`config.mk`:
```
export PLATFORM = sky130hd
export DESIGN_NAME = reg_bank8_rr_flat
export DESIGN_NICKNAME = d
export VERILOG_FILES = /design/src/rtl/reg_bank8_rr_if.sv /design/src/rtl/reg_bank8_rr.sv /design/src/flat_wrapper.sv
export SDC_FILE = /design/constraint.sdc
export NUM_CORES = 1
export LEC_CHECK = 0
export CORE_ASPECT_RATIO = 1.1
export CORE_MARGIN = 1
export CORE_UTILIZATION = 51
export CTS_CLUSTER_SIZE = 25
export DETAILED_ROUTE_END_ITERATION = 10
export MAX_ROUTING_LAYER = met4
export PLACE_DENSITY_LB_ADDON = 0.15
export SYNTH_ARGS = -nofsm -noshare
export SYNTH_HDL_FRONTEND = slang
export SYNTH_SLANG_ARGS = --single-unit
```
`constraint.sdc`:
```
create_clock -name clk -period 4.6 [get_ports clk]
set_input_delay 0.92 -clock clk [delete_from_list [all_inputs] [get_ports clk]]
set_output_delay 0.92 -clock clk [all_outputs]
set_load 0.05 [all_outputs]
```
`src/rtl/reg_bank8_rr_if.sv`:
```
// Write port and granted-word stream of the eight-channel register bank.
// master: producer/consumer side, slave: the bank.
interface reg_bank8_rr_if #(
    parameter int WIDTH = 16
);
    logic             wr_en;
    logic [2:0]       wr_addr;
    logic [WIDTH-1:0] wr_data;
    logic             out_valid;
    logic             out_ready;
    logic [WIDTH-1:0] out_data;
    logic [2:0]       out_chan;

    modport master (
        output wr_en, wr_addr, wr_data, out_ready,
        input  out_valid, out_data, out_chan
    );

    modport slave (
        input  wr_en, wr_addr, wr_data, out_ready,
        output out_valid, out_data, out_chan
    );
endinterface

```
`src/rtl/reg_bank8_rr.sv`:
```
// Eight-channel register bank with pending flags, a saturating overwrite counter
// and a round-robin drain sequencer presenting one snapshot word at a time.
module reg_bank8_rr #(
    parameter int WIDTH = 16,
    parameter int OVF_W = 8
) (
    input  logic                 clk,
    input  logic                 rst_n,
    reg_bank8_rr_if.slave        bus,
    output logic [8*WIDTH-1:0]   ch_bus,
    output logic [2:0]           sel,
    output logic [7:0]           pending,
    output logic [OVF_W-1:0]     ovf_cnt
);

    typedef enum logic {IDLE, PRESENT} state_t;

    state_t                 state_q, state_d;
    logic [7:0][WIDTH-1:0]  regs_q;
    logic [7:0]             pending_q, pending_d;
    logic [2:0]             rr_q;
    logic [2:0]             gnt_q;
    logic [WIDTH-1:0]       data_q;
    logic [OVF_W-1:0]       ovf_q;

    logic                   found;
    logic [2:0]             found_idx;
    logic [2:0]             scan_idx;
    logic                   do_grant;
    logic                   do_accept;
    logic                   ovf_hit;

    // First pending channel at or after rr_q, wrapping 7 -> 0.
    always_comb begin
        found     = 1'b0;
        found_idx = rr_q;
        scan_idx  = rr_q;
        for (int unsigned i = 0; i < 8; i++) begin
            scan_idx = rr_q + 3'(i);
            if (!found && pending_q[scan_idx]) begin
                found     = 1'b1;
                found_idx = scan_idx;
            end
        end
    end

    always_ff @(posedge clk or negedge rst_n) begin
        if (!rst_n) begin
            state_q <= IDLE;
        end else begin
            state_q <= state_d;
        end
    end

    always_comb begin
        state_d = state_q;
        case (state_q)
            IDLE:    if (found)         state_d = PRESENT;
            PRESENT: if (bus.out_ready) state_d = IDLE;
            default:                    state_d = IDLE;
        endcase
    end

    // A write to the channel being granted on the same edge keeps it pending
    // and is not an overwrite, since the old value was just captured.
    always_comb begin
        do_grant  = (state_q == IDLE) && found;
        do_accept = (state_q == PRESENT) && bus.out_ready;
        pending_d = pending_q;
        if (do_grant) begin
            pending_d[found_idx] = 1'b0;
        end
        if (bus.wr_en) begin
            pending_d[bus.wr_addr] = 1'b1;
        end
        ovf_hit = bus.wr_en && pending_q[bus.wr_addr]
                  && !(do_grant && (found_idx == bus.wr_addr));
    end

    always_ff @(posedge clk or negedge rst_n) begin
        if (!rst_n) begin
            regs_q    <= '0;
            pending_q <= '0;
            rr_q      <= '0;
            gnt_q     <= '0;
            data_q    <= '0;
            ovf_q     <= '0;
        end else begin
            if (bus.wr_en) begin
                regs_q[bus.wr_addr] <= bus.wr_data;
            end
            pending_q <= pending_d;
            if (ovf_hit && (ovf_q != '1)) begin
                ovf_q <= ovf_q + OVF_W'(1);
            end
            if (do_grant) begin
                gnt_q  <= found_idx;
                data_q <= regs_q[found_idx];
            end
            if (do_accept) begin
                rr_q <= gnt_q + 3'd1;
            end
        end
    end

    assign ch_bus        = regs_q;
    assign sel           = gnt_q;
    assign pending       = pending_q;
    assign ovf_cnt       = ovf_q;
    assign bus.out_valid = (state_q == PRESENT);
    assign bus.out_data  = data_q;
    assign bus.out_chan  = gnt_q;

endmodule
```
`src/flat_wrapper.sv`:
```
// flat-port wrapper written by rule: the top's interface ports become plain ports
module reg_bank8_rr_flat 
#(
    parameter int WIDTH = 16,
    parameter int OVF_W = 8
)
  (clk, rst_n, ch_bus, sel, pending, ovf_cnt, bus_wr_en, bus_wr_addr, bus_wr_data, bus_out_ready, bus_out_valid, bus_out_data, bus_out_chan);
  reg_bank8_rr_if #(.WIDTH(WIDTH)) bus_i ();
  input  logic clk;
  input  logic rst_n;
  output logic [8*WIDTH-1:0] ch_bus;
  output logic [2:0] sel;
  output logic [7:0] pending;
  output logic [OVF_W-1:0] ovf_cnt;
  input wire logic [$bits(bus_i.wr_en)-1:0] bus_wr_en;
  input wire logic [$bits(bus_i.wr_addr)-1:0] bus_wr_addr;
  input wire logic [$bits(bus_i.wr_data)-1:0] bus_wr_data;
  input wire logic [$bits(bus_i.out_ready)-1:0] bus_out_ready;
  output wire logic [$bits(bus_i.out_valid)-1:0] bus_out_valid;
  output wire logic [$bits(bus_i.out_data)-1:0] bus_out_data;
  output wire logic [$bits(bus_i.out_chan)-1:0] bus_out_chan;
  assign bus_i.wr_en = bus_wr_en;
  assign bus_i.wr_addr = bus_wr_addr;
  assign bus_i.wr_data = bus_wr_data;
  assign bus_i.out_ready = bus_out_ready;
  assign bus_out_valid = bus_i.out_valid;
  assign bus_out_data = bus_i.out_data;
  assign bus_out_chan = bus_i.out_chan;
  reg_bank8_rr #(.WIDTH(WIDTH), .OVF_W(OVF_W)) u_core (.clk(clk), .rst_n(rst_n), .bus(bus_i), .ch_bus(ch_bus), .sel(sel), .pending(pending), .ovf_cnt(ovf_cnt));
endmodule
```
; ---- After elaboration in Yosys (flattened, before gate mapping)
; Index checks and enable logic that the tools add are counted.
; Widths: inputs -> output; s select.
[word_totals]
ff_bits = 167
inputBits = 23
[op_classes]
reduce_logical = 23
add_sub_neg = 9
mux = 47
n_lt_le_gt_ge = 12
n_eq_ne = 2
bitwise = 4
[ops]
columns = operator, count
row1 = $bwmux 128, 1
row2 = $bmux 16 s3, 1
row3 = $demux 16 s3, 1
row4 = $lt 3x4->1 const B, 10
row5 = $mux 16, 2
row6 = $bmux 1 s3, 9
row7 = $mux 1, 21
row8 = $mux 3, 7
row9 = $mux 8, 2
row10 = $logic_and 1x1->1, 15
row11 = $add 3x3->3 const B, 4
row12 = $add 8x1->8 const B, 1
row13 = $and 8x8->8, 1
row14 = $logic_not 1->1, 8
row15 = $ne 8x8->1 const B, 1
row16 = $not 8->8, 1
row17 = $or 8x8->8, 1
row18 = $add 3x1->3 const B, 2
row19 = $add 3x2->3 const B, 2
row20 = $demux 1 s3, 2
row21 = $ge 3x1->1 const B, 2
row22 = $eq 3x3->1, 1
row23 = $pmux 1 s2, 1
row24 = $not 1->1, 1

; ---- Logic depth before layout (Yosys ltp)
[depth]
ltp_word = 33
mapped_depth = 17
depth_no_buf = 12

; ---- Worst setup path after synthesis
; Ideal clock, no wire load.
[synth_timing]
path_kind = flip-flop to flip-flop
from = register u_core.rr_q[1]
to = register u_core.ovf_q[6], in the netlist u_core.ovf_cnt[6]
path_slack_ps = 490
arrival_ps = 3983
t_required_ps = 4473
path_stages_with_launch = 16
setup_time_ps = 127
path_cell_list = dfrtp_1 clkbuf_1 inv_1 ha_1 buf_6 buf_6 mux2_1 mux4_2 o211ai_2 o2bb2ai_1 a2111oi_4 a21oi_4 mux2i_1 a211oi_1 and3_1 mux2_1
[synth_via]
elab_chain_cells = 29
[synth_lines]
columns = item, line_no
row1 = start: declaration, reg_bank8_rr.sv:21  ; logic [2:0] rr_q;
row2 = start signal: assignment, reg_bank8_rr.sv:101  ; rr_q <= gnt_q + 3'd1;
row3 = "parallel branches: the longest is 25 deep, another holds $add 3x1->3", -
row4 = $logic_and 1x1->1 *, reg_bank8_rr.sv:77  ; && !(do_grant && (found_idx == bus.wr_addr));
row5 = $logic_not 1->1 *, reg_bank8_rr.sv:77
row6 = $logic_and 1x1->1 *, reg_bank8_rr.sv:77
row7 = $logic_and 1x1->1 *, reg_bank8_rr.sv:93  ; if (ovf_hit && (ovf_q != '1)) begin
row8 = end signal: assignment, reg_bank8_rr.sv:94  ; ovf_q <= ovf_q + OVF_W'(1);
row9 = end: declaration, reg_bank8_rr.sv:24  ; logic [OVF_W-1:0] ovf_q;
; Every way passes the cells marked *. The select of a mux whose other input is x is not followed.
; A chain may end at the register's enable or synchronous reset.

; ---- Final worst setup path
[layout_timing]
from = register u_core.rr_q[0]
to = register u_core.data_q[8], in the netlist u_core.bus.out_data[8]
[layout_via]
elab_chain_cells = 26
[layout_lines]
columns = item, line_no
row1 = "parallel branches: the longest is 26 deep, another holds $add 3x1->3", -
row2 = end signal: assignment, reg_bank8_rr.sv:98  ; data_q <= regs_q[found_idx];
row3 = end: declaration, reg_bank8_rr.sv:23  ; logic [WIDTH-1:0] data_q;
; Several ways; the timed one is not identified. The select of a mux whose other input is x is not followed.

==> impl_metrics.toml <==
[outcome]
status = "finished clean"

[layout]
drive_gt1_frac = 0.269
syn2layout_area_growth_pct = 30.8
nNetsFinal = 873
antennaDiodeCount = 0

[global_routing]
first_global_vias = 6538
overflow = 0
grt_max_degree = 99
antenna_found_initial = 0
gr-usage-all-layers = 0.292
grt_first_pass_wirelength_um = 37500

[logic_synthesis]
avgSynthCellArea_um2 = 13.0
synthAdderAreaFrac = 0.00575
ys_warn_count = 0
synthFlopType = "dfrtp_1"
synth_top_family_by_area = "multiplexers"
syn-num-nets = 695
syn_inst = 668
yosysSeqAreaShare = 0.480
synthXorXnorAreaFrac = 0.0119
synth_cell_types = 56
synth_top_area_share = 0.480
synth-simple-area-share = 0.0598
synth_area_mm2 = 0.00871
synth-compound-area-share = 0.0596
yosys-top-cells-count = "dfrtp_1, mux2_2, mux2i_1"
yosys.area.top_type = "dfrtp_1"
synth_most_common_cell = "dfrtp_1"
async_flop_share = 1.00
ys_seq_elements = 167
synth_area_leaders = "dfrtp_1, mux2_2, mux2i_1"
synth_edf_count = 0
muxShareOfSynthArea = 0.349

[floorplanning]
start_util = 0.526
ios = 190
rows = 49
die_x_um = 127
die_y_um = 139
coreArea_mm2 = 0.0166
fp.dieArea_mm2 = 0.0176

[routing]
via_per_inst = 5.85
dr_total_vias = 6218
ant_nets = 0
first_iter_violations = 284
wirelength_um = 24000
wl_per_cell_um = 22.6
dr.pass1.iters = 4
drc = 0

[sta]
tightestPinTransition_ns = 1.20
tns_ns = 0
period_share = 0.928
fin_skew_ns = 0.00869
slew_violations = 0
max_freq_mhz = 234
finalSetupViolations = 0
rsz0062_at_grt = "false"
period_minus_slack_ns = 4.27
finalHoldViolations = 0
slew-limit-headroom = 0.200

[worst_setup_path]
r2r-start = "u_core.rr_q[0]$_DFFE_PN0P_"
criticalPathCategory = "reg -> reg"
required_ns = 4.95
reg2reg_slack_ns = 0.33
startpoint = "u_core.rr_q[0]$_DFFE_PN0P_"
cp_max_fo = 19
startpoint_type = "flop"
cp-end-kind = "flop"
worstPathArrival_ns = 4.62

[place]
dp_hpwl_um = 16600
gp_congestion = 0.838
port_buffers = 189

[clock_network]
root_buffer = "clkbuf_16"
cts_tree = "built"
cts_htree_levels = 4
numCtsBuffers = 17
insertion_delay_ns = 0.44
hold_buffers = 0
clk_path_buf_depth = 2
clk_pin_slew_ns = 0.07
post_cts_buffers = 0
cts_sinks = 167

[flow_run]
drv_cap = 0

[worst_hold_path]
hold_class = "in -> async"
==> sequential cells by signal, indices dropped and copies added (netlist names) <==
name	flops
u_core.ovf_cnt	8
u_core.bus.out_chan	3
u_core.bus.out_valid	1
u_core.pending	8
u_core.bus.out_data	16
u_core.rr_q	3
u_core.ch_bus	128
==> routing by layer <==
metal  part of all wire  GRT usage
met1               0.42      0.360
met2               0.51      0.484
met3              0.052     0.0710
met4              0.012     0.0685
met5                  0          -
==> kinds of logic (layout without fill, tap and decap cells) <==
family	count (synthesis)	count (layout)
flip-flops	167	167
AO/OA/AOI/OAI	72	72
AND/OR/NAND/NOR	106	106
XOR/XNOR	11	11
buffers and inverters	57	248
multiplexers	251	251
adder cells (fa/ha/maj)	4	4
==> worst paths after layout <==
check                                                     end  cells after the start
setup / recovery           u_core.bus.out_data[8]$_DFFE_PN0N_                     12
hold / removal                 u_core.bus.out_valid$_DFF_PN0_                      1
setup reg to reg           u_core.bus.out_data[8]$_DFFE_PN0N_                     12
hold reg to reg                 u_core.ovf_cnt[0]$_DFFE_PN0P_                      1
max in group asynchronous       u_core.ch_bus[13]$_DFFE_PN0P_                      2
min in group clk                u_core.ovf_cnt[0]$_DFFE_PN0P_                      1
==> critical path: stages (launching register included) <==
cell and delay [ns]:
dfrtp_1 0.38, inv_2 0.18, ha_1 0.27, buf_4 0.23
mux2i_1 0.16, mux4_2 0.54, o32a_4 0.36, a21boi_2 0.19
xnor2_4 0.68, inv_2 0.39, nor2_1 0.48, nand2_1 0.11
a31oi_1 0.19
==> final cells by class <==
| cell class | instances | area [um^2] |
|---|---|---|
| well taps | 204 | 255 |
| clock inverters | 13 | 159 |
| multi-input cells | 444 | 4280 |
| fillers | 1201 | 5170 |
| clock buffers | 19 | 443 |
| repair buffers | 206 | 2030 |
| inverters | 10 | 37.5 |
| flip-flops and latches | 167 | 4180 |
==> stage by stage <==
step | instances | utilization | setup slack (ns) | hold WS, ns | instance area, um^2
floorplan | 668 | - | 0.490 | 0.624 | 8710
global placement | 1031 | 0.651 | 0.346 | 0.497 | 10800
detailed placement | 1031 | 0.651 | 0.293 | 0.519 | 10800
CTS | 1063 | 0.688 | 0.286 | 0.508 | 11400
global route | 1063 | 0.688 | 0.0661 | 0.535 | 11400
finish | 1063 | 0.688 | 0.331 | 0.478 | 11400
==> cell usage in the layout (no fill, tap or decap), types with 7 or more instances in the layout <==
master and count:
clkdlybuf4s50_1 188, dfrtp_1 167, mux2_2 132, mux2i_1 86
nor2_1 31, nand2_1 28, mux4_2 26, clkbuf_16 17
a21oi_1 16, buf_4 16, o21ai_0 15, a31oi_1 10
nand2b_1 9, o2bb2ai_1 8, inv_1 8, nand3_1 8
xor2_1 7
==> what timing repair did <==
item                                    4_1_cts  5_1_grt
endpoints found under the setup margin        0        2
hold endpoints to repair                      0        0
gates resized for setup                       0        1
Power is not shown: default switching activity piles up to over one toggle a cycle in this logic, so the estimate is an artifact.
